[src/rtl/room_occupancy_ctrl_if.sv]
// Sensor-to-actuator bundle for the room controller; the slave side is the controller.
// Outputs carry registered results with no backpressure (sensor inputs are never stalled).
interface room_occupancy_ctrl_if #(
    parameter int CW = 8
);
    logic          a_out;
    logic          a_in;
    logic          b_out;
    logic          b_in;
    logic [1:0]    enter_p;
    logic [1:0]    exit_p;
    logic [CW-1:0] occupancy;
    logic          light;
    logic          full;
    logic [2:0]    err;

    modport master (
        output a_out, a_in, b_out, b_in,
        input  enter_p, exit_p, occupancy, light, full, err
    );

    modport slave (
        input  a_out, a_in, b_out, b_in,
        output enter_p, exit_p, occupancy, light, full, err
    );
endinterface

[src/rtl/room_occupancy_ctrl.sv]
// Two-door beam-sequence decoder, saturating headcount, delayed-off light; pulse 1 cycle after
// the completing edge, occupancy/full/light 1 cycle after that; no backpressure (inputs always sampled).
module room_door_fsm #(
    parameter int TIMEOUT = 1000
) (
    input  logic clk,
    input  logic rst,
    input  logic outer_i,
    input  logic inner_i,
    output logic enter_o,
    output logic exit_o,
    output logic timeout_o
);
    localparam int TW = (TIMEOUT > 1) ? $clog2(TIMEOUT + 1) : 1;

    typedef enum logic [2:0] {
        IDLE = 3'd0,
        I1   = 3'd1,
        I2   = 3'd2,
        I3   = 3'd3,
        O1   = 3'd4,
        O2   = 3'd5,
        O3   = 3'd6
    } door_state_e;

    door_state_e   state_q, state_d;
    logic [TW-1:0] tmo_q, tmo_d;
    logic          enter_q, enter_d;
    logic          exit_q, exit_d;
    logic          tmo_hit;
    logic          o, i;

    assign o = outer_i;
    assign i = inner_i;

    always_ff @(posedge clk) begin
        if (rst) begin
            state_q <= IDLE;
            tmo_q   <= '0;
            enter_q <= 1'b0;
            exit_q  <= 1'b0;
        end else begin
            state_q <= state_d;
            tmo_q   <= tmo_d;
            enter_q <= enter_d;
            exit_q  <= exit_d;
        end
    end

    always_comb begin
        state_d = state_q;
        enter_d = 1'b0;
        exit_d  = 1'b0;
        tmo_hit = (state_q != IDLE) && (tmo_q == TW'(TIMEOUT - 1));
        tmo_d   = (state_q == IDLE) ? '0 : tmo_q + 1'b1;

        case (state_q)
            IDLE: begin
                if (o && !i)      state_d = I1;
                else if (!o && i) state_d = O1;
            end
            I1: begin
                if (o && i)        state_d = I2;
                else if (!o && !i) state_d = IDLE;
            end
            I2: begin
                if (!o && i)      state_d = I3;
                else if (o && !i) state_d = I1;
            end
            I3: begin
                if (!o && !i) begin
                    state_d = IDLE;
                    enter_d = 1'b1;
                end else if (o && i) begin
                    state_d = I2;
                end
            end
            O1: begin
                if (o && i)        state_d = O2;
                else if (!o && !i) state_d = IDLE;
            end
            O2: begin
                if (o && !i)      state_d = O3;
                else if (!o && i) state_d = O1;
            end
            O3: begin
                if (!o && !i) begin
                    state_d = IDLE;
                    exit_d  = 1'b1;
                end else if (o && i) begin
                    state_d = O2;
                end
            end
            default: state_d = IDLE;
        endcase

        // A stuck traversal is abandoned silently after TIMEOUT cycles away from IDLE.
        if (tmo_hit) begin
            state_d = IDLE;
            enter_d = 1'b0;
            exit_d  = 1'b0;
            tmo_d   = '0;
        end
    end

    assign enter_o   = enter_q;
    assign exit_o    = exit_q;
    assign timeout_o = tmo_hit;
endmodule

module room_occupancy_ctrl #(
    parameter int CW        = 8,
    parameter int MAX_OCC   = 50,
    parameter int OFF_DELAY = 16,
    parameter int TIMEOUT   = 1000
) (
    input  logic                  clk,
    input  logic                  rst,
    room_occupancy_ctrl_if.slave  room_io
);
    localparam int DW = (OFF_DELAY > 0) ? $clog2(OFF_DELAY + 1) : 1;
    localparam logic [CW-1:0] OCC_MAX = '1;

    logic [1:0]    enter_w, exit_w, tmo_w;
    logic [CW-1:0] occ_q, occ_d;
    logic          full_q, full_d;
    logic          light_q, light_d;
    logic [DW-1:0] off_q, off_d;
    logic [2:0]    err_q, err_d;
    logic [1:0]    n_in, n_out;
    logic [CW+1:0] inc_sum, net_sum;
    logic          unf, ovf;

    room_door_fsm #(.TIMEOUT(TIMEOUT)) u_door_a (
        .clk       (clk),
        .rst       (rst),
        .outer_i   (room_io.a_out),
        .inner_i   (room_io.a_in),
        .enter_o   (enter_w[0]),
        .exit_o    (exit_w[0]),
        .timeout_o (tmo_w[0])
    );

    room_door_fsm #(.TIMEOUT(TIMEOUT)) u_door_b (
        .clk       (clk),
        .rst       (rst),
        .outer_i   (room_io.b_out),
        .inner_i   (room_io.b_in),
        .enter_o   (enter_w[1]),
        .exit_o    (exit_w[1]),
        .timeout_o (tmo_w[1])
    );

    always_ff @(posedge clk) begin
        if (rst) begin
            occ_q   <= '0;
            full_q  <= 1'b0;
            light_q <= 1'b0;
            off_q   <= '0;
            err_q   <= '0;
        end else begin
            occ_q   <= occ_d;
            full_q  <= full_d;
            light_q <= light_d;
            off_q   <= off_d;
            err_q   <= err_d;
        end
    end

    // Headcount works on the registered pulses, so it trails them by one edge.
    always_comb begin
        n_in    = {1'b0, enter_w[0]} + {1'b0, enter_w[1]};
        n_out   = {1'b0, exit_w[0]} + {1'b0, exit_w[1]};
        inc_sum = {2'b00, occ_q} + {{CW{1'b0}}, n_in};
        net_sum = '0;
        unf     = 1'b0;
        ovf     = 1'b0;
        occ_d   = occ_q;
        if (inc_sum < {{CW{1'b0}}, n_out}) begin
            unf   = 1'b1;
            occ_d = '0;
        end else begin
            net_sum = inc_sum - {{CW{1'b0}}, n_out};
            if (net_sum > {2'b00, OCC_MAX}) begin
                ovf   = 1'b1;
                occ_d = OCC_MAX;
            end else begin
                occ_d = net_sum[CW-1:0];
            end
        end
        full_d = (occ_d >= CW'(MAX_OCC));
        err_d  = err_q | {|tmo_w, ovf, unf};
    end

    always_comb begin
        light_d = light_q;
        off_d   = off_q;
        if (occ_d != '0) begin
            light_d = 1'b1;
            off_d   = '0;
        end else if (occ_q != '0) begin
            if (OFF_DELAY == 0) light_d = 1'b0;
            else                off_d   = DW'(OFF_DELAY);
        end else if (off_q != '0) begin
            off_d = off_q - 1'b1;
            if (off_q == DW'(1)) light_d = 1'b0;
        end
    end

    assign room_io.enter_p   = enter_w;
    assign room_io.exit_p    = exit_w;
    assign room_io.occupancy = occ_q;
    assign room_io.light     = light_q;
    assign room_io.full      = full_q;
    assign room_io.err       = err_q;
endmodule

[src/flat_wrapper.sv]
// flat-port wrapper written by rule: the top's interface ports become plain ports
module room_occupancy_ctrl_flat 
#(
    parameter int CW        = 8,
    parameter int MAX_OCC   = 50,
    parameter int OFF_DELAY = 16,
    parameter int TIMEOUT   = 1000
)
  (clk, rst, room_io_a_out, room_io_a_in, room_io_b_out, room_io_b_in, room_io_enter_p, room_io_exit_p, room_io_occupancy, room_io_light, room_io_full, room_io_err);
  room_occupancy_ctrl_if #(.CW(CW)) room_io_i ();
  input  logic clk;
  input  logic rst;
  input wire logic [$bits(room_io_i.a_out)-1:0] room_io_a_out;
  input wire logic [$bits(room_io_i.a_in)-1:0] room_io_a_in;
  input wire logic [$bits(room_io_i.b_out)-1:0] room_io_b_out;
  input wire logic [$bits(room_io_i.b_in)-1:0] room_io_b_in;
  output wire logic [$bits(room_io_i.enter_p)-1:0] room_io_enter_p;
  output wire logic [$bits(room_io_i.exit_p)-1:0] room_io_exit_p;
  output wire logic [$bits(room_io_i.occupancy)-1:0] room_io_occupancy;
  output wire logic [$bits(room_io_i.light)-1:0] room_io_light;
  output wire logic [$bits(room_io_i.full)-1:0] room_io_full;
  output wire logic [$bits(room_io_i.err)-1:0] room_io_err;
  assign room_io_i.a_out = room_io_a_out;
  assign room_io_i.a_in = room_io_a_in;
  assign room_io_i.b_out = room_io_b_out;
  assign room_io_i.b_in = room_io_b_in;
  assign room_io_enter_p = room_io_i.enter_p;
  assign room_io_exit_p = room_io_i.exit_p;
  assign room_io_occupancy = room_io_i.occupancy;
  assign room_io_light = room_io_i.light;
  assign room_io_full = room_io_i.full;
  assign room_io_err = room_io_i.err;
  room_occupancy_ctrl #(.CW(CW), .MAX_OCC(MAX_OCC), .OFF_DELAY(OFF_DELAY), .TIMEOUT(TIMEOUT)) u_core (.clk(clk), .rst(rst), .room_io(room_io_i));
endmodule
[config.mk]
export PLATFORM = sky130hd
export DESIGN_NAME = room_occupancy_ctrl_flat
export DESIGN_NICKNAME = d
export VERILOG_FILES = /design/src/rtl/room_occupancy_ctrl_if.sv /design/src/rtl/room_occupancy_ctrl.sv /design/src/flat_wrapper.sv
export SDC_FILE = /design/constraint.sdc
export NUM_CORES = 1
export LEC_CHECK = 0
export CAP_MARGIN = 0
export CORE_UTILIZATION = 53
export DETAILED_ROUTE_END_ITERATION = 6
export GPL_TIMING_DRIVEN = 1
export HOLD_SLACK_MARGIN = 0.05
export PLACE_DENSITY = 0.76
export REMOVE_ABC_BUFFERS = 1
export SYNTH_ARGS = -nofsm -noshare
export SYNTH_HDL_FRONTEND = slang
export SYNTH_SLANG_ARGS = --single-unit
[constraint.sdc]
create_clock -name clk -period 3 [get_ports clk]
set_clock_uncertainty 0.1 [all_clocks]
set_input_delay 0.6 -clock clk [delete_from_list [all_inputs] [get_ports clk]]
set_output_delay 0.6 -clock clk [all_outputs]
set_load 0.02 [all_outputs]
==> impl_metrics.tcl <==
set metrics [dict create \
    clock_latency_ns 0.29 \
    drtIter0Drc 146 \
    power.density_mw_per_mm2 607.4 \
    layout_common_cells "dfxtp_1, nor2_1, nand2_1, buf_4, clkdlybuf4s50_1" \
    root_buffer "clkbuf_8" \
    crit_path_end_kind "register" \
    drive_above_1_share_pct 19.51 \
    port_buffers 22 \
    relSlewSlack_pct 64.84 \
    highest_layer "met4" \
    comb_power_share_pct 41.4 \
    sequentialPowerShare_pct 35.1 \
    pre_cts_ws_ns -0.3319 \
    hold_viol_final 0 \
    synthArstFlopShare_pct 0 \
    worstMarginPinSlew_ns 0.5226 \
    power_w 0.002266 \
    final-max-slew-violation-count 0 \
    layout-area-overhead-vs-synth_pct 25.51 \
    antennaDiodeCount 0 \
    p_int_w 0.001464 \
    wl_per_cell_um 14.25 \
    placed_cells 467 \
    holdWs_ns 0.3488 \
    fin_ws_ns -0.08286 \
    max_stage_delay_ns 0.56 \
    hold_path_class "register to register" \
    fin_nets 435 \
    path_cells "inv_2 -> fa_2 -> inv_2 -> ha_4 -> ha_4 -> nor2b_4 -> nor3_4 -> xnor2_2 -> or4_4 -> o31ai_4 -> o211ai_4 -> o31a_1" \
    drc 0 \
    p_leak_nw 1.379 \
    grt_use_total_pct 22.84 \
    switching_share_pct 35.39 \
    met1_length_um 2885 \
    status "complete, but fails checks" \
    crit_family "adder cells" \
    die_x_um 76.90 \
    syn_avg_cell_area_um2 8.078 \
    start_util_pct 56.76 \
    cp.arrival_ns 3.18 \
    io_pins 23 \
    vias_per_cell 5.690 \
    synth_warnings 0 \
    rows 26 \
    ys.flop_type "dfxtp_1" \
    final_common_cell "dfxtp_1" \
    cp.required_ns 3.09 \
    finalWirelength_um 6841 \
    synth.distinct_cells 57 \
    hold_buffers 0 \
    clockBufferDepth 2 \
    synth_edf_count 0 \
    fmax_mhz 324.4 \
    die_h_um 76.90 \
    htreeDepth 2 \
    drv_cap 0 \
    seq_area_frac_synth_pct 32.32 \
    slowest_stage "or4_4" \
    synthCells 368 \
    drtAntennaViolNets 0 \
    core_mm2 0.005238 \
    vdd_drop_max_mv 0.3870 \
    violations "setup timing" \
    grt_pass1_vias 2599 \
    hpwl_um 4742 \
    worstSetupPathType "register to register" \
    cts_tree "yes" \
    post-route-period-util_pct 102.8 \
    fin_setup_tns_ns -0.1657 \
    pwr-share-clk_pct 23.5 \
    clkSinkCount 48 \
    crit_buf_inv 2 \
    period_needed_ns 3.083 \
    switchingPower_w 0.0008021 \
    dr_wl_met2_um 3503 \
    die_area_mm2 0.005913 \
    synthesis.area_mm2 0.002973 \
    cts_inserted_buffers 5 \
    fin_cells 480 \
    worstSetupStartpointType "register" \
    antenna_found_initial 0 \
    dr.pass1.iters 6 \
    wl_met3_um 280 \
    gp_congestion 0.9072 \
    n_fill_cell 396 \
    crit_fanout 4 \
    gr-total-overflow 0 \
    finalSetupViolCount 6 \
    grt_max_degree 16 \
    clkSlewWorstSetupHoldPaths_ns 0.09 \
    rsz0062_at_grt "true" \
    grt_pass1_wl_um 10890 \
    ys_seq_elements 48 \
    via_count 2731 \
]
[cell type report]
type                       instances  area [µm²]  area share [%]
sequential                        48       964.7           25.86
clock inverter                     2       60.06           1.610
clock buffer                       5       68.82           1.844
timing repair buffer              55       471.7           12.64
tap                               70       87.58           2.347
inverter                          21       78.83           2.113
multi-input combinational        279        1999           53.59
[power groups by stage]
stage | registers [W] | logic (W) | clock network [W]
2_1_floorplan | 0.000822 | 0.000464 | 0
3_3_place_gp | 0.000802 | 0.000733 | 0
3_5_place_dp | 0.000806 | 0.000749 | 0
4_1_cts | 0.000793 | 0.000800 | 0.000538
5_1_grt | 0.000809 | 0.00101 | 0.000562
6_report | 0.000796 | 0.000938 | 0.000532
[sequential cells by signal (all words and copies together), names as in the netlist]
register                  flops
u_core.u_door_a.enter_o       1
u_core.room_io.occupancy      8
u_core.u_door_b.exit_o        1
u_core.u_door_b.tmo_q        10
u_core.off_q                  5
u_core.room_io.err            3
u_core.u_door_a.exit_o        1
u_core.u_door_a.state_q       3
u_core.room_io.light          1
u_core.u_door_b.enter_o       1
u_core.u_door_a.tmo_q        10
u_core.u_door_b.state_q       3
u_core.room_io.full           1
[routing by layer]
layer / vias up / global-route usage, %
met5: - / 0
li1: 1361 / -
met4: 0 / 8.846
met3: 19 / 4.762
met1: 1278 / 25.37
met2: 73 / 42.05
[stage by stage]
step / cell area (µm²) / utilization [%]
after floorplan: 2869 / -
after global placement: 3379 / 64.52
after detailed placement: 3379 / 64.52
after CTS: 3649 / 69.66
after global routing: 3731 / 71.24
final: 3731 / 71.24
[repair_timing]
| item | 4_1_cts | 5_1_grt |
|---|---|---|
| buffers inserted | 5 | 1 |
| resized for setup | 22 | 14 |
| endpoints found under the setup margin | 17 | 16 |
| pin swaps | 14 | 7 |
[worst paths after layout]
check | from | to | slack, ns | cells after the start
setup reg to reg | u_core.u_door_a.enter_o$_SDFF_PP0_ | u_core.room_io.light$_SDFFE_PP0P_ | -0.08 | 12
setup / recovery | u_core.u_door_a.enter_o$_SDFF_PP0_ | u_core.room_io.light$_SDFFE_PP0P_ | -0.08 | 12
hold reg to reg | u_core.u_door_b.tmo_q[0]$_SDFF_PP0_ | u_core.u_door_b.tmo_q[0]$_SDFF_PP0_ | 0.35 | 1
hold / removal | u_core.u_door_b.tmo_q[0]$_SDFF_PP0_ | u_core.u_door_b.tmo_q[0]$_SDFF_PP0_ | 0.35 | 1
[Yosys cell counts (2+ instances only)]
cell,count,area (µm²)
inv_1,21,78.83
or4_1,2,15.01
nand4_1,6,37.54
o21ai_0,12,60.06
xnor2_1,20,175.2
or3_1,5,31.28
nor3_1,17,85.08
nor3b_1,2,15.01
dfxtp_1,48,960.9
a22oi_1,2,15.01
a21oi_1,18,90.09
o22ai_1,4,25.02
a32oi_1,2,17.52
fa_1,2,40.04
nor2b_1,5,31.28
buf_2,2,10.01
nand2_1,32,120.1
nand3b_1,5,37.54
nor4_1,6,37.54
clkbuf_1,12,45.04
o21ai_1,2,10.01
buf_4,5,37.54
o31a_1,3,26.28
nand3_1,16,80.08
xor2_1,9,78.83
o31ai_1,2,15.01
and3_1,3,18.77
mux2i_1,2,20.02
a211oi_1,6,45.04
and4_1,3,26.28
nor2_1,47,176.4
or2_2,2,12.51
ha_1,17,212.7
o211ai_2,2,25.02
nand2b_1,4,25.02
[cell families after synthesis]
kind of cell | after synthesis | synth area share (%)
compound gates | 63 | 14.18
xor+xnor | 31 | 10.02
fa+ha+maj | 19 | 8.502
buf+inv | 41 | 6.145
flops | 48 | 32.32
mux | 3 | 1.052
simple gates | 163 | 27.78
Note: power is estimated with default switching activity, not from simulation.
